## config.mk

```make
export PLATFORM = sky130hd
export DESIGN_NAME = collatz_engine
export DESIGN_NICKNAME = d
export VERILOG_FILES = /design/src/rtl/collatz_engine.sv
export SDC_FILE = /design/constraint.sdc
export NUM_CORES = 1
export LEC_CHECK = 0
export ABC_AREA = 1
export BUFFER_PORTS_ARGS = -buffer_cell sky130_fd_sc_hd__buf_2
export CAP_MARGIN = 20
export CELL_PAD_IN_SITES_DETAIL_PLACEMENT = 0
export CELL_PAD_IN_SITES_GLOBAL_PLACEMENT = 2
export CORE_UTILIZATION = 35
export DETAILED_ROUTE_END_ITERATION = 7
export GPL_TIMING_DRIVEN = 0
export PLACE_DENSITY_LB_ADDON = 0.2
export SETUP_SLACK_MARGIN = 0.5
export SLEW_MARGIN = 20
export SYNTH_ARGS = -nofsm -noshare
export SYNTH_HDL_FRONTEND = slang
export SYNTH_SLANG_ARGS = --single-unit
```

## constraint.sdc

```tcl
create_clock -name clk -period 7.3 [get_ports clk]
set_input_delay 1.46 -clock clk [delete_from_list [all_inputs] [get_ports clk]]
set_output_delay 1.46 -clock clk [all_outputs]
set_load 0.02 [all_outputs]
```

## src/rtl/collatz_engine.sv

```systemverilog
// collatz_engine
//   Multi-lane Collatz step counter. A call loads LANES independent values and
//   iterates each lane (x even -> x/2, x odd -> 3x+1) until it reaches 1, hits
//   an arithmetic overflow, exceeds the step limit, or was started at zero.
//   When every lane is finished, the engine pulses `finish` for one cycle and
//   presents the per-lane step counts and flags.
//
// Parameters
//   WIDTH     : bit width of each lane value
//   LANES     : number of independent lanes per call
//   MAX_STEPS : per-lane step limit (STEP_W = clog2(MAX_STEPS+1))
//
// Ports
//   clk        : single clock, rising edge
//   reset      : synchronous, active-low
//   start      : call request, honoured only while ready=1
//   ready      : engine can accept start (IDLE/DONE)
//   n          : lane i value in n[i*WIDTH +: WIDTH]
//   finish     : one-cycle pulse when all lanes are complete
//   return_val : lane i step count in return_val[i*STEP_W +: STEP_W]
//   ovf        : per-lane arithmetic overflow flag
//   timeout    : per-lane step-limit flag
//   bad_in     : per-lane zero-input flag
//
// Build option
//   COLLATZ_SHORTCUT_EN : odd steps compute (3x+1)>>1 and advance the count by
//                         two (clamped at MAX_STEPS). Final counts and flags of
//                         non-timeout lanes match the default build; only the
//                         number of cycles per call changes.
module collatz_engine #(
  parameter int unsigned WIDTH     = 32,
  parameter int unsigned LANES     = 4,
  parameter int unsigned MAX_STEPS = 1024,
  localparam int unsigned STEP_W   = $clog2(MAX_STEPS + 1)
) (
  input  logic                    clk,
  input  logic                    reset,
  input  logic                    start,
  output logic                    ready,
  input  logic [LANES*WIDTH-1:0]  n,
  output logic                    finish,
  output logic [LANES*STEP_W-1:0] return_val,
  output logic [LANES-1:0]        ovf,
  output logic [LANES-1:0]        timeout,
  output logic [LANES-1:0]        bad_in
);

  typedef enum logic [1:0] {
    IDLE = 2'd0,
    RUN  = 2'd1,
    DONE = 2'd2
  } state_t;

  localparam logic [STEP_W-1:0] MAX_CNT = STEP_W'(MAX_STEPS);

  state_t state_q, state_d;
  logic   ready_q, ready_d;
  logic   finish_q, finish_d;

  // Working state of the call in progress.
  logic [LANES-1:0][WIDTH-1:0]  x_q, x_d;
  logic [LANES-1:0][STEP_W-1:0] cnt_q, cnt_d;
  logic [LANES-1:0]             done_q, done_d;
  logic [LANES-1:0]             lane_ovf_q, lane_ovf_d;
  logic [LANES-1:0]             lane_to_q, lane_to_d;
  logic [LANES-1:0]             lane_bad_q, lane_bad_d;

  // Presented results: captured on RUN->DONE so a back-to-back call, which
  // restarts the working state immediately, cannot disturb values already
  // shown to the consumer.
  logic [LANES-1:0][STEP_W-1:0] res_cnt_q, res_cnt_d;
  logic [LANES-1:0]             res_ovf_q, res_ovf_d;
  logic [LANES-1:0]             res_to_q, res_to_d;
  logic [LANES-1:0]             res_bad_q, res_bad_d;

  logic                         accept;
  logic [WIDTH+1:0]             odd_next;

  assign accept = start & ready_q;

  always_comb begin
    state_d    = state_q;
    x_d        = x_q;
    cnt_d      = cnt_q;
    done_d     = done_q;
    lane_ovf_d = lane_ovf_q;
    lane_to_d  = lane_to_q;
    lane_bad_d = lane_bad_q;
    res_cnt_d  = res_cnt_q;
    res_ovf_d  = res_ovf_q;
    res_to_d   = res_to_q;
    res_bad_d  = res_bad_q;
    finish_d   = 1'b0;
    odd_next   = '0;

    unique case (state_q)
      IDLE, DONE: begin
        if (accept) begin
          state_d    = RUN;
          x_d        = n;
          cnt_d      = '0;
          done_d     = '0;
          lane_ovf_d = '0;
          lane_to_d  = '0;
          lane_bad_d = '0;
        end
      end

      RUN: begin
        if (&done_q) begin
          state_d   = DONE;
          finish_d  = 1'b1;
          res_cnt_d = cnt_q;
          res_ovf_d = lane_ovf_q;
          res_to_d  = lane_to_q;
          res_bad_d = lane_bad_q;
        end else begin
          for (int unsigned i = 0; i < LANES; i++) begin
            if (!done_q[i]) begin
              // Termination tests come before stepping, in this order:
              // zero input, reached 1, step limit exhausted.
              if (x_q[i] == '0) begin
                lane_bad_d[i] = 1'b1;
                done_d[i]     = 1'b1;
              end else if (x_q[i] == WIDTH'(1)) begin
                done_d[i] = 1'b1;
              end else if (cnt_q[i] == MAX_CNT) begin
                lane_to_d[i] = 1'b1;
                done_d[i]    = 1'b1;
              end else if (!x_q[i][0]) begin
                x_d[i]   = x_q[i] >> 1;
                cnt_d[i] = cnt_q[i] + STEP_W'(1);
              end else begin
                // 3x+1 at WIDTH+2 bits; any carry into the top two bits means
                // the result no longer fits the lane.
                odd_next = {2'b00, x_q[i]} + {1'b0, x_q[i], 1'b0} + (WIDTH+2)'(1);
                if (odd_next[WIDTH+1:WIDTH] != 2'b00) begin
                  lane_ovf_d[i] = 1'b1;
                  done_d[i]     = 1'b1;
                end else begin
`ifdef COLLATZ_SHORTCUT_EN
                  x_d[i]   = WIDTH'(odd_next >> 1);
                  cnt_d[i] = (cnt_q[i] >= MAX_CNT - STEP_W'(1)) ? MAX_CNT
                                                                : cnt_q[i] + STEP_W'(2);
`else
                  x_d[i]   = odd_next[WIDTH-1:0];
                  cnt_d[i] = cnt_q[i] + STEP_W'(1);
`endif
                end
              end
            end
          end
        end
      end

      default: state_d = IDLE;
    endcase

    ready_d = (state_d != RUN);
  end

  always_ff @(posedge clk) begin
    if (!reset) begin
      state_q    <= IDLE;
      ready_q    <= 1'b1;
      finish_q   <= 1'b0;
      x_q        <= '0;
      cnt_q      <= '0;
      done_q     <= '0;
      lane_ovf_q <= '0;
      lane_to_q  <= '0;
      lane_bad_q <= '0;
      res_cnt_q  <= '0;
      res_ovf_q  <= '0;
      res_to_q   <= '0;
      res_bad_q  <= '0;
    end else begin
      state_q    <= state_d;
      ready_q    <= ready_d;
      finish_q   <= finish_d;
      x_q        <= x_d;
      cnt_q      <= cnt_d;
      done_q     <= done_d;
      lane_ovf_q <= lane_ovf_d;
      lane_to_q  <= lane_to_d;
      lane_bad_q <= lane_bad_d;
      res_cnt_q  <= res_cnt_d;
      res_ovf_q  <= res_ovf_d;
      res_to_q   <= res_to_d;
      res_bad_q  <= res_bad_d;
    end
  end

  assign ready      = ready_q;
  assign finish     = finish_q;
  assign return_val = res_cnt_q;
  assign ovf        = res_ovf_q;
  assign timeout    = res_to_q;
  assign bad_in     = res_bad_q;

endmodule

```

* After elaboration in Yosys (flattened, before gate mapping)
Index checks and enable logic that the tools add are counted.
** Cells by class
- Bitwise operators :: 1
- Multiplexer cells :: 139
- Equal/unequal tests :: 49
- Add/subtract/negate cells :: 12
- Reduce and logical (&&, ||, !) cells :: 35
** Operator list (number)
- two-way mux 32 bit :: 24
- two-way mux 11 bit :: 24
- two-way mux 128 bit :: 2
- one-hot mux 128 bit (2 select lines) :: 1
- adder 32 x 33 -> 34 bit :: 4
- adder 34 x 1 -> 34 bit (second input constant) :: 4
- == test 32 x 1 -> 1 bit (second input constant) :: 4
- zero test 32 bit :: 4
- two-way mux 44 bit :: 2
- one-hot mux 44 bit (2 select lines) :: 1
- two-way mux 1 bit :: 73
- inequality test 2 bit (second input constant) :: 34
- AND reduction 7 bit :: 8
- adder 11 x 1 -> 11 bit (second input constant) :: 4
- == test 11 bit (second input constant) :: 4
- AND reduction 9 bit :: 4
- one-hot mux 4 bit (2 select lines) :: 4
- AND reduction 8 bit :: 4
- AND reduction 5 bit :: 5
- two-way mux 4 bit :: 5
- inequality test 3 bit (second input constant) :: 4
- nonzero test 2 bit :: 5
- two-way mux 2 bit :: 2
- one-hot mux 2 bit (2 select lines) :: 1
- 9 further kinds :: 9
** Word-level totals
- Output and inout bits :: 58
- Input port bits :: 131
- Register bits after elaboration :: 248

* Depth between registers and ports, before layout
Gate-level depths: netlist (run 1).
- Word-level depth :: 11
- Mapped depth :: 22
- Mapped depth without buffers :: 21

* Least setup slack after synthesis (run 1)
Ideal clock, no wire load.
- Path type :: input to register
- From :: input start
- To :: register cnt_q[5] (netlist bit)
- Path buffers :: 2
- Stages on the path :: 9
- Required time :: 7.230 ns
- Library setup time :: 0.070 ns
- Arrival :: 2.809 ns
- Setup slack :: 4.421 ns
- Path through :: a21oi_1 nor2_1 inv_1 nand2_1 o21a_1 clkbuf_1 clkbuf_1 nand4_1 a21oi_1
** Between the ends
- Word-level cells in the longest chain between the ends :: 3
** Ends and longest elaborated chain
- start, declared :: line 38 : input logic start,
- bitwise AND 1 bit :: line 79 : assign accept = start & ready_q;
- inequality test 2 bit (no source line)
- AND reduction 8 bit (no source line)
- end signal, assigned :: line 182 : cnt_q <= cnt_d;
- end, declared :: line 62 : logic [LANES-1:0][STEP_W-1:0] cnt_q, cnt_d;
Every way passes these cells.
A chain may end at the register's enable or synchronous reset.

* Worst setup path in the final report (run 1)
- From :: register x_q[64] (netlist bit)
- To :: register x_q[67] (netlist bit)
** Between the ends
- Word-level cells in the longest chain between the ends :: 10
- Elaborated cells between the ends (all ways) :: 17
** Ends and longest elaborated chain
- start, declared :: line 61 : logic [LANES-1:0][WIDTH-1:0] x_q, x_d;
- start signal, assigned :: line 167 : x_q <= '0;
- start signal, assigned :: line 181 : x_q <= x_d;
- adder 32 x 33 -> 34 bit :: line 136 : odd_next = {2'b00, x_q[i]} + {1'b0, x_q[i], 1'b0} + (WIDTH+2)'(1);
- adder 34 x 1 -> 34 bit :: line 136
- two-way mux 32 bit :: line 137 : if (odd_next[WIDTH+1:WIDTH] != 2'b00) begin
- two-way mux 32 bit :: line 130 : end else if (!x_q[i][0]) begin
- two-way mux 32 bit :: line 127 : end else if (cnt_q[i] == MAX_CNT) begin
- two-way mux 32 bit :: line 125 : end else if (x_q[i] == WIDTH'(1)) begin
- two-way mux 32 bit :: line 122 : if (x_q[i] == '0) begin
- two-way mux 32 bit :: line 119 : if (!done_q[i]) begin
- two-way mux 128 bit :: line 110 : if (&done_q) begin
- one-hot mux 128 bit (2 select lines) :: line 96 : unique case (state_q)
Several ways; a longest one is shown, not always the timed one. The select of a mux whose other input is x is not followed.

==> results.sh, run 1 <==
export IMPL_overflow=0
export IMPL_post_cts_setup_buffer_count=0
export IMPL_r2r_end="x_q[67]"
export IMPL_synthesis_area_um2=23840
export IMPL_clock_latency_ns=0.57
export IMPL_worstHoldPathCells=2
export IMPL_cts_buffer_depth=3
export IMPL_multiInputGateArea_um2=16160
export IMPL_synth_fp_nets=4401
export IMPL_yosysMostFrequentCell="nand2_1"
export IMPL_cts_buffers_inserted=34
export IMPL_dr_first_iter_drc_count=1906
export IMPL_setup_tns_ns=0
export IMPL_regToRegStartpoint="x_q[64]"
export IMPL_ff2ff_path_depth=19
export IMPL_drc=0
export IMPL_grt_pass1_vias=25083
export IMPL_synth_top_cell_by_area="dfxtp_1"
export IMPL_wl_um=97050
export IMPL_arrival_ns=4.04
export IMPL_netlist_instances=4057
export IMPL_startpoint_type="flop"
export IMPL_period_minus_slack_ns=3.637
export IMPL_clk_pin_slew_ns=0.06
export IMPL_p_total_mw=7.079
export IMPL_syn2layout_area_growth_pct=13.29
export IMPL_vdd_drop_max_mv=0.1956
export IMPL_fin_util_pct=40.15
export IMPL_ff2ff_setup_slack_ns=3.66
export IMPL_rsz0062_at_grt="false"
export IMPL_grt_pass1_wl_um=148300
export IMPL_cts_repair_resized=0
export IMPL_ios=189
export IMPL_core_region_area_um2=67280
export IMPL_crit_type="reg2reg"
export IMPL_hp_class="reg2reg"
export IMPL_min_period_over_period_pct=49.82
export IMPL_antenna_left=0
export IMPL_synth_edff_count=0
export IMPL_clock_skew_ns=0.02808
export IMPL_ys_types=52
export IMPL_dp_cells=5118
export IMPL_dr_pass1_iters=5
export IMPL_layout_drive_gt1_share_pct=9.944
export IMPL_drv_slew=0
export IMPL_synth_top_flop_cell="dfxtp_1"
export IMPL_die_area_um2=69170
export IMPL_powerDensity_nw_per_um2=262.1
export IMPL_fin_hold_ws_ns=0.4615
export IMPL_worst_pin_slew_ns=1.104
export IMPL_via_per_inst=5.007
export IMPL_ys_warnings_count=0
export IMPL_post_layout_nonfiller_instances=5178
export IMPL_hpwl_um=77520
export IMPL_cts_sinks=248
export IMPL_grt_max_degree=13
export IMPL_port_buffers=188
export IMPL_rows=95
export IMPL_fill_cells=7754
export IMPL_end_kind="flop"
export IMPL_finalNetCount=4625
export IMPL_place_congestion=0.9101
export IMPL_setup_viol=0
export IMPL_synth_seq_cells=248
export IMPL_cts_root_buffer="clkbuf_16"
export IMPL_async_reset_ff_share_pct=0
export IMPL_hold_start="lane_to_q[0]"
export IMPL_synth_area_leaders="dfxtp_1 (21%), nand2_1 (18%), ha_1 (11%)"
export IMPL_slew_headroom_pct=26.41
export IMPL_yosysTopAreaCellShare_pct=20.82
export IMPL_hold_end="lane_to_q[0]"
export IMPL_num_vias=25926
export IMPL_p_leak_nw=13.43
export IMPL_synth_area_per_cell_um2=5.877
export IMPL_hold_viol=0
export IMPL_antenna_found_initial=1
export IMPL_max_cap_viol_count=0
export IMPL_die_h_um=263.0
export IMPL_ys_top_cells_by_count="nand2_1 (1,144), nor2_1 (629), inv_1 (506)"
export IMPL_synth_yosys_seq_area_share_pct=20.82
export IMPL_status="finished, final reports clean"
export IMPL_final_seq_area_um2=4965
export IMPL_start_util_pct=35.44
export IMPL_hold_buffers=0
export IMPL_wire_per_inst_um=18.74
export IMPL_grt_usage_pct=27.48
export IMPL_fmax_mhz=274.9
export IMPL_cp_max_fo=10
export IMPL_cts_tree="done"
export IMPL_worstPathRequired_ns=7.70
export IMPL_htree_levels=2
export IMPL_die_w_um=263.0
## power breakdown
| group | switching [mW] | internal [mW] |
|---|---|---|
| logic | 2.39 | 1.18 |
| clock network | 0.722 | 1.04 |
| registers | 0.218 | 1.52 |
## flip-flops by register name (all words and copies together), names as in the netlist
name        count
x_q           128
cnt_q          44
return_val     44
bad_in          4
done_q          4
lane_bad_q      4
lane_ovf_q      4
lane_to_q       4
ovf             4
timeout         4
state_q         2
finish          1
ready           1
## final cells by class
class,instances,share of cell area (%)
repair buffers,188,3.484
clock buffers,44,3.437
well taps,873,4.044
plain buffers,144,2.747
multi-input cells,3139,59.84
flip-flops and latches,248,18.38
inverters,526,7.310
diodes,1,0.009265
clock inverters,15,0.7458
## critical path, cell delays in order (launching register included)
cell	delay (ns)
dfxtp_1	0.42
buf_2	0.30
clkinv_1	0.21
clkbuf_1	0.35
ha_1	0.41
nand2_1	0.06
nor2_1	0.05
nand3_1	0.08
nand3b_1	0.23
nand2_1	0.17
nand2_2	0.09
a21oi_4	0.26
nand2_4	0.16
nand3_2	0.10
nand2_2	0.08
buf_6	0.18
inv_2	0.14
nand2_1	0.07
nand2_1	0.08
nor2_1	0.05
## stage by stage
step	setup slack (ns)	cell area, um^2
after floorplan	4.421	23840
after CTS	3.679	27010
after global placement	3.693	25870
final	3.663	27010
after global routing	3.418	27010
after detailed placement	3.684	25880
## kinds of logic (layout without fill, tap and decap cells)
logic type,after synthesis,after routing,share of synthesized area [%]
adder cells (fa/ha/maj),213,213,11.30
flip-flops,248,248,20.82
AND/OR/NAND/NOR,2254,2254,39.70
XOR/XNOR,85,85,3.123
AO/OA/AOI/OAI,587,587,13.67
other,0,1,0
buffers and inverters,670,917,11.38
## per-layer routing
metal  up-vias  track usage (%)  routed length (um)
li1      13347                -                   -
met1     11991            38.23               47370
met2       508            45.88               44310
met3        80            2.554                3746
met4         0            5.722                1620
met5         -                0                   0
## worst max path at each step
stage	startpoint	to	cells past startpoint
after floorplan	start	cnt_q[5]	9
final	x_q[64]	x_q[67]	19
after detailed placement	start	x_q[97]	9
after CTS	x_q[64]	x_q[67]	19
after global routing	x_q[64]	x_q[67]	19
after global placement	start	x_q[57]	12
## layout by cell type (no fill, tap or decap), drive strengths merged, types with 5 or more instances in the layout
cell type / netlist / routed
dfxtp: 248 / 248
inv: 523 / 525
nand3: 252 / 252
o21ai: 171 / 171
nand4: 63 / 63
o21bai: 14 / 14
nor4: 13 / 13
clkbuf: 87 / 131
and2: 5 / 5
clkinv: 3 / 9
nor3: 44 / 44
xnor2: 38 / 38
a22oi: 56 / 56
a21oi: 325 / 325
nor2: 635 / 635
nand3b: 19 / 19
nand2: 1181 / 1181
or2: 36 / 36
buf: 57 / 245
xor2: 47 / 47
ha: 209 / 209
Power figures use the tool's default switching activity.
==> inputs of run 2 (changes only) <==
--- a/config.mk
+++ b/config.mk
@@ -5,12 +5,12 @@
 export SDC_FILE = /design/constraint.sdc
 export NUM_CORES = 1
 export LEC_CHECK = 0
-export ABC_AREA = 1
+export ABC_AREA = 0
 export BUFFER_PORTS_ARGS = -buffer_cell sky130_fd_sc_hd__buf_2
 export CAP_MARGIN = 20
 export CELL_PAD_IN_SITES_DETAIL_PLACEMENT = 0
 export CELL_PAD_IN_SITES_GLOBAL_PLACEMENT = 2
-export CORE_UTILIZATION = 35
+export CORE_UTILIZATION = 36
 export DETAILED_ROUTE_END_ITERATION = 7
 export GPL_TIMING_DRIVEN = 0
 export PLACE_DENSITY_LB_ADDON = 0.2
==> constraint.sdc (replaced) <==
create_clock -name clk -period 3.4 [get_ports clk]
set_input_delay 0.68 -clock clk [delete_from_list [all_inputs] [get_ports clk]]
set_output_delay 0.68 -clock clk [all_outputs]
set_load 0.02 [all_outputs]
==> results.sh, run 2 <==
export IMPL_status="finished with violations"
export IMPL_violations="negative setup slack"
export IMPL_ys_top_cells_by_count="a21oi_1 (314), nand2_1 (280), dfxtp_1 (248)"
export IMPL_synth_fp_nets=2971
export IMPL_htree_levels=2
export IMPL_worst_pin_slew_ns=1.281
export IMPL_arrival_ns=3.90
export IMPL_top_usage_layer="met2"
export IMPL_p_leak_nw=11.88
export IMPL_max_cap_viol_count=0
export IMPL_ys_types=90
export IMPL_antenna_left=0
export IMPL_period_minus_slack_ns=3.504
export IMPL_layout_drive_gt1_share_pct=35.22
export IMPL_clock_skew_ns=0.02154
export IMPL_layout_commonest_cell="nand2_1"
export IMPL_synthesis_area_um2=20060
export IMPL_die_area_um2=56660
export IMPL_grt_pass1_wl_um=135200
export IMPL_crit_type="reg2reg"
export IMPL_min_period_over_period_pct=103.1
export IMPL_netlist_instances=2627
export IMPL_finalNetCount=3412
export IMPL_core_region_area_um2=55090
export IMPL_path_cells="inv_1, ha_4, o211ai_1, a2111oi_4, o21ai_2, a21oi_2, or3_1, a221o_2, buf_6, buf_6, nor3_4, buf_6, buf_8, a211oi_2, a2111oi_1"
export IMPL_drv_slew=0
export IMPL_synth_top_flop_cell="dfxtp_1"
export IMPL_overflow=0
export IMPL_fin_area_um2=29420
export IMPL_hold_start="n[109]"
export IMPL_grt_pass1_vias=21929
export IMPL_synth_seq_cells=248
export IMPL_cp_max_fo=7
export IMPL_clock_latency_ns=0.57
export IMPL_use_met1_pct=40.38
export IMPL_worstHoldPathCells=3
export IMPL_syn2layout_area_growth_pct=46.67
export IMPL_use_met2_pct=52.84
export IMPL_regToRegStartpoint="x_q[70]"
export IMPL_wire_per_inst_um=24.03
export IMPL_synth_edff_count=0
export IMPL_ff2ff_path_depth=15
export IMPL_cts_tree="done"
export IMPL_async_reset_ff_share_pct=0
export IMPL_yosysMostFrequentCell="a21oi_1"
export IMPL_hpwl_um=65150
export IMPL_cp_slowest_cell="a221o_2"
export IMPL_cts_buffer_depth=3
export IMPL_layout_common_cells="nand2_1 (267), a21oi_1 (242), buf_2 (191), dfxtp_1 (172), ha_1 (151)"
export IMPL_synth_area_per_cell_um2=7.635
export IMPL_powerDensity_nw_per_um2=538.7
export IMPL_hold_buffers=0
export IMPL_drc=0
export IMPL_ys_warnings_count=0
export IMPL_yosysTopAreaCellShare_pct=24.75
export IMPL_die_h_um=238.0
export IMPL_cts_buffers_inserted=35
export IMPL_clk_pin_slew_ns=0.06
export IMPL_place_ws_ns=-0.8239
export IMPL_vdd_drop_max_mv=0.3220
export IMPL_wl_um=92270
export IMPL_port_buffers=187
export IMPL_fin_util_pct=53.40
export IMPL_rows=86
export IMPL_startpoint_type="flop"
export IMPL_crit_path_start="x_q[70]"
export IMPL_cts_root_buffer="clkbuf_16"
export IMPL_synth_area_leaders="dfxtp_1 (25%), ha_1 (13%), a21oi_1 (7.8%)"
export IMPL_top_register="x_q"
export IMPL_ios=189
export IMPL_synth_top_cell_by_area="dfxtp_1"
export IMPL_via_per_inst=5.895
export IMPL_place_congestion=0.9177
export IMPL_rsz0062_at_grt="true"
export IMPL_dr_pass1_iters=6
export IMPL_cts_sinks=248
export IMPL_hold_viol=0
export IMPL_gr_usage_met3_pct=4.003
export IMPL_dpl_cell_area_um2=22960
export IMPL_grt_usage_pct=31.29
export IMPL_num_vias=22638
export IMPL_start_util_pct=36.41
export IMPL_grt_max_degree=12
export IMPL_crit_path_frequent_cell="buf_6"
export IMPL_dp_cells=3564
export IMPL_post_layout_nonfiller_instances=3840
export IMPL_setup_viol=53
export IMPL_slew_headroom_pct=14.63
export IMPL_hp_class="in2reg"
export IMPL_dr_first_iter_drc_count=1680
export IMPL_largest_reg_flops=128
export IMPL_timing_critical_path_buf_inv=5
export IMPL_end_kind="flop"
export IMPL_die_w_um=238.0
export IMPL_synth_yosys_seq_area_share_pct=24.75
export IMPL_antenna_found_initial=1
export IMPL_cp_top_family="compound AO/OA/AOI/OAI gates"
export IMPL_fin_hold_ws_ns=0.4138
export IMPL_fmax_mhz=285.4
export IMPL_finalWorstSetupSlack_ns=-0.1043
export IMPL_fill_cells=5152
export IMPL_worstPathRequired_ns=3.80
export IMPL_insertedDiodeCount=0
export IMPL_max_stage_delay_ns=0.41
export IMPL_cp_depth=15
## run 2: changes by cell type after synthesis, moves of 56 or more
cell | previous run | this run
nand2_1 | 1144 | 280
nand3_1 | 238 | 79
o211ai_1 | 2 | 58
a21o_1 | 4 | 74
inv_1 | 506 | 171
nor2_1 | 629 | 142
## run 2: worst paths after layout
| check | end | slack, ns |
|---|---|---|
| worst max-delay path | x_q[94] | -0.10 |
| worst min-delay path | x_q[109] | 0.41 |
| worst max register to register | x_q[94] | -0.10 |
| worst min register to register | return_val[12] | 0.45 |
## run 2: layout make-up
type / count / area [um^2] / area share (%)
inverters: 172 / 681.9 / 2.318
clock inverters: 11 / 153.9 / 0.5232
flip-flops and latches: 248 / 5132 / 17.45
repair buffers: 404 / 3362 / 11.43
well taps: 748 / 935.9 / 3.181
clock buffers: 50 / 1005 / 3.415
multi-input cells: 2047 / 16730 / 56.87
plain buffers: 160 / 1418 / 4.819
## run 2: timing repair
item                       4_1_cts  5_1_grt
setup endpoints to repair      184      183
resized for setup              516      230
cloned                          25        4
pin swaps                      156      137
buffers inserted               140       46
## run 2: routing by layer
layer,up-vias,wire length (um)
met5,-,0
met4,0,3743
met3,200,5075
met2,788,43690
met1,11076,39760
li1,10574,-
## run 2: worst register-to-register path: stages (launching register included)
cell and delay [ns]:
dfxtp_4 0.39, inv_1 0.08, ha_4 0.26, o211ai_1 0.33, a2111oi_4 0.13, o21ai_2 0.14, a21oi_2 0.10, or3_1 0.35
a221o_2 0.41, buf_6 0.14, buf_6 0.11, nor3_4 0.11, buf_6 0.18, buf_8 0.15, a211oi_2 0.08, a2111oi_1 0.40
## run 2: report_power, final
part,switching [mW],leakage [nW],internal [mW]
logic,4.63,9.26,3.72
clock network,1.55,0.559,2.29
registers,0.416,2.06,3.23
## run 2: per-stage QoR
step	setup TNS, ns	power [mW]
final	-1.884	15.85
after global routing	-10.25	16.53
after CTS	-1.925	15.09
after detailed placement	-71.06	9.375
after global placement	-69.74	9.339
after floorplan	0	7.640
## run 2: logic make-up after synthesis
logic type	Yosys count	synth area share, %
AO/OA/AOI/OAI	954	31.83
XOR/XNOR	123	5.540
adder cells (fa/ha/maj)	213	13.44
buffers and inverters	332	6.557
flip-flops	248	24.75
multiplexers	4	0.2059
AND/OR/NAND/NOR	753	17.68
==> inputs of run 3 (changes only) <==
--- a/config.mk
+++ b/config.mk
@@ -10,7 +10,7 @@
 export CAP_MARGIN = 20
 export CELL_PAD_IN_SITES_DETAIL_PLACEMENT = 0
 export CELL_PAD_IN_SITES_GLOBAL_PLACEMENT = 2
-export CORE_UTILIZATION = 36
+export CORE_UTILIZATION = 30
 export DETAILED_ROUTE_END_ITERATION = 7
 export GPL_TIMING_DRIVEN = 0
 export PLACE_DENSITY_LB_ADDON = 0.2
==> results.sh, run 3 (synthesized netlist as in run 2, its figures left out) <==
export IMPL_syn2layout_area_growth_pct=45.08
export IMPL_overflow=0
export IMPL_regToRegStartpoint="x_q[108]"
export IMPL_post_layout_nonfiller_instances=3944
export IMPL_grt_pass1_wl_um=138400
export IMPL_largest_reg_flops=128
export IMPL_wire_per_inst_um=24.31
export IMPL_cts_tree="done"
export IMPL_grt_usage_pct=27.20
export IMPL_hpwl_um=68440
export IMPL_clock_skew_ns=0.01500
export IMPL_min_period_over_period_pct=105.8
export IMPL_antenna_found_initial=2
export IMPL_fin_hold_ws_ns=0.3962
export IMPL_ff2ff_path_depth=15
export IMPL_cp_slowest_cell="dfxtp_4"
export IMPL_cts_sinks=248
export IMPL_max_cap_viol_count=0
export IMPL_setup_viol=66
export IMPL_dr_first_iter_drc_count=1674
export IMPL_num_vias=22209
export IMPL_dr_pass1_iters=8
export IMPL_fmax_mhz=278.0
export IMPL_cp_depth=15
export IMPL_drv_slew=0
export IMPL_crit_type="reg2reg"
export IMPL_die_area_um2=67890
export IMPL_slew_headroom_pct=22.74
export IMPL_core_region_area_um2=65980
export IMPL_ios=189
export IMPL_clock_latency_ns=0.58
export IMPL_cp_top_family="compound AO/OA/AOI/OAI gates"
export IMPL_arrival_ns=4.02
export IMPL_hp_class="in2reg"
export IMPL_die_h_um=260.6
export IMPL_violations="design-rule violations, negative setup slack"
export IMPL_die_w_um=260.6
export IMPL_hold_viol=0
export IMPL_worst_pin_slew_ns=1.159
export IMPL_antenna_left=0
export IMPL_hold_start="n[83]"
export IMPL_top_register="x_q"
export IMPL_start_util_pct=30.40
export IMPL_cp_max_fo=5
export IMPL_layout_common_cells="nand2_1 (269), a21oi_1 (252), buf_2 (194), dfxtp_1 (175), ha_1 (154)"
export IMPL_grt_max_degree=13
export IMPL_path_cells="inv_4, ha_4, nand2_2, or3_4, a211o_1, a41o_1, o32ai_4, a41oi_4, xnor2_2, buf_4, o21ai_4, buf_6, buf_6, clkbuf_16, o32ai_1"
export IMPL_layout_drive_gt1_share_pct=33.38
export IMPL_startpoint_type="flop"
export IMPL_worstPathRequired_ns=3.82
export IMPL_setup_tns_ns=-6.916
export IMPL_place_congestion=0.9274
export IMPL_cts_buffer_depth=3
export IMPL_status="finished with violations"
export IMPL_finalNetCount=3398
export IMPL_rows=94
export IMPL_end_kind="flop"
export IMPL_wl_um=95890
export IMPL_powerDensity_nw_per_um2=541.5
export IMPL_finalWorstSetupSlack_ns=-0.1972
export IMPL_p_total_mw=15.76
export IMPL_vdd_drop_max_mv=0.3339
export IMPL_layout_commonest_cell="nand2_1"
export IMPL_hold_buffers=0
export IMPL_worstHoldPathCells=3
export IMPL_timing_critical_path_buf_inv=5
export IMPL_rsz0062_at_grt="true"
export IMPL_insertedDiodeCount=0
export IMPL_crit_path_frequent_cell="buf_6"
export IMPL_clk_pin_slew_ns=0.06
export IMPL_crit_path_start="x_q[108]"
export IMPL_max_stage_delay_ns=0.39
export IMPL_drc=20
export IMPL_cts_root_buffer="clkbuf_16"
export IMPL_dp_cells=3678
export IMPL_htree_levels=2
export IMPL_via_per_inst=5.631
export IMPL_grt_pass1_vias=21780
export IMPL_period_minus_slack_ns=3.597
export IMPL_cts_buffers_inserted=35
export IMPL_p_leak_nw=11.78
export IMPL_port_buffers=187
[run 3: cell count changes in the layout (fill, tap and decap cells not counted), moves of 7 or more]
cell | previous run | this run
a21oi_1 | 242 | 252
o21ai_1 | 16 | 24
a221oi_4 | 11 | 4
buf_6 | 63 | 48
o21ai_2 | 23 | 16
clkbuf_16 | 56 | 49
[run 3: timing repair]
action	CTS	global route
setup endpoints to repair	184	183
resized for setup	417	251
buffers inserted	142	35
gates cloned	22	4
pin swaps	156	167
[run 3: area by class of cell]
cell class              count  area (um^2)
fillers                  6625        36880
multi-input cells        2048        16460
flip-flops and latches    248         5134
repair buffers            389         3151
plain buffers             160         1421
well taps                 864         1081
clock buffers              50         1012
inverters                 172        685.7
clock inverters            13        156.4
[run 3: stage by stage]
stage,instance area [um^2],setup WS [ns],util (%)
after floorplan,21060,0.1925,-
after global placement,23080,-0.9352,34.98
after detailed placement,23080,-0.9040,34.99
after CTS,27740,-0.2441,42.05
after global routing,29100,-0.3178,44.10
final,29100,-0.1972,44.10
[run 3: worst register-to-register path: cells and delay by family (launching register included)]
family,cells,cell delay [ns]
compound gates,6,1.49
xor+xnor,1,0.20
fa+ha+maj,1,0.27
buf+inv,5,0.66
flops,1,0.39
simple gates,2,0.43
[run 3: path summary, 6_finish.rpt]
kind	endpoint	slack [ns]
worst min-delay path	x_q[83]	0.40
worst min register to register	return_val[12]	0.45
worst max register to register	x_q[125]	-0.20
worst max-delay path	x_q[125]	-0.20
[run 3: power breakdown]
group          internal [mW]  total [mW]  leakage, nW  switching, mW
sequential              3.23        3.65         2.06          0.421
clock                   2.25        3.88        0.578           1.63
combinational           3.63        8.22         9.14           4.60
[run 3: metal layers]
metal	GRT usage [%]	part of all wire [%]	routed length, um	up-vias
met5	0	0	0	-
met4	10.23	3.8	3606	0
met3	4.332	6.3	6015	170
met2	46.05	47	45500	679
met1	34.51	43	40770	10831
li1	-	-	-	10529
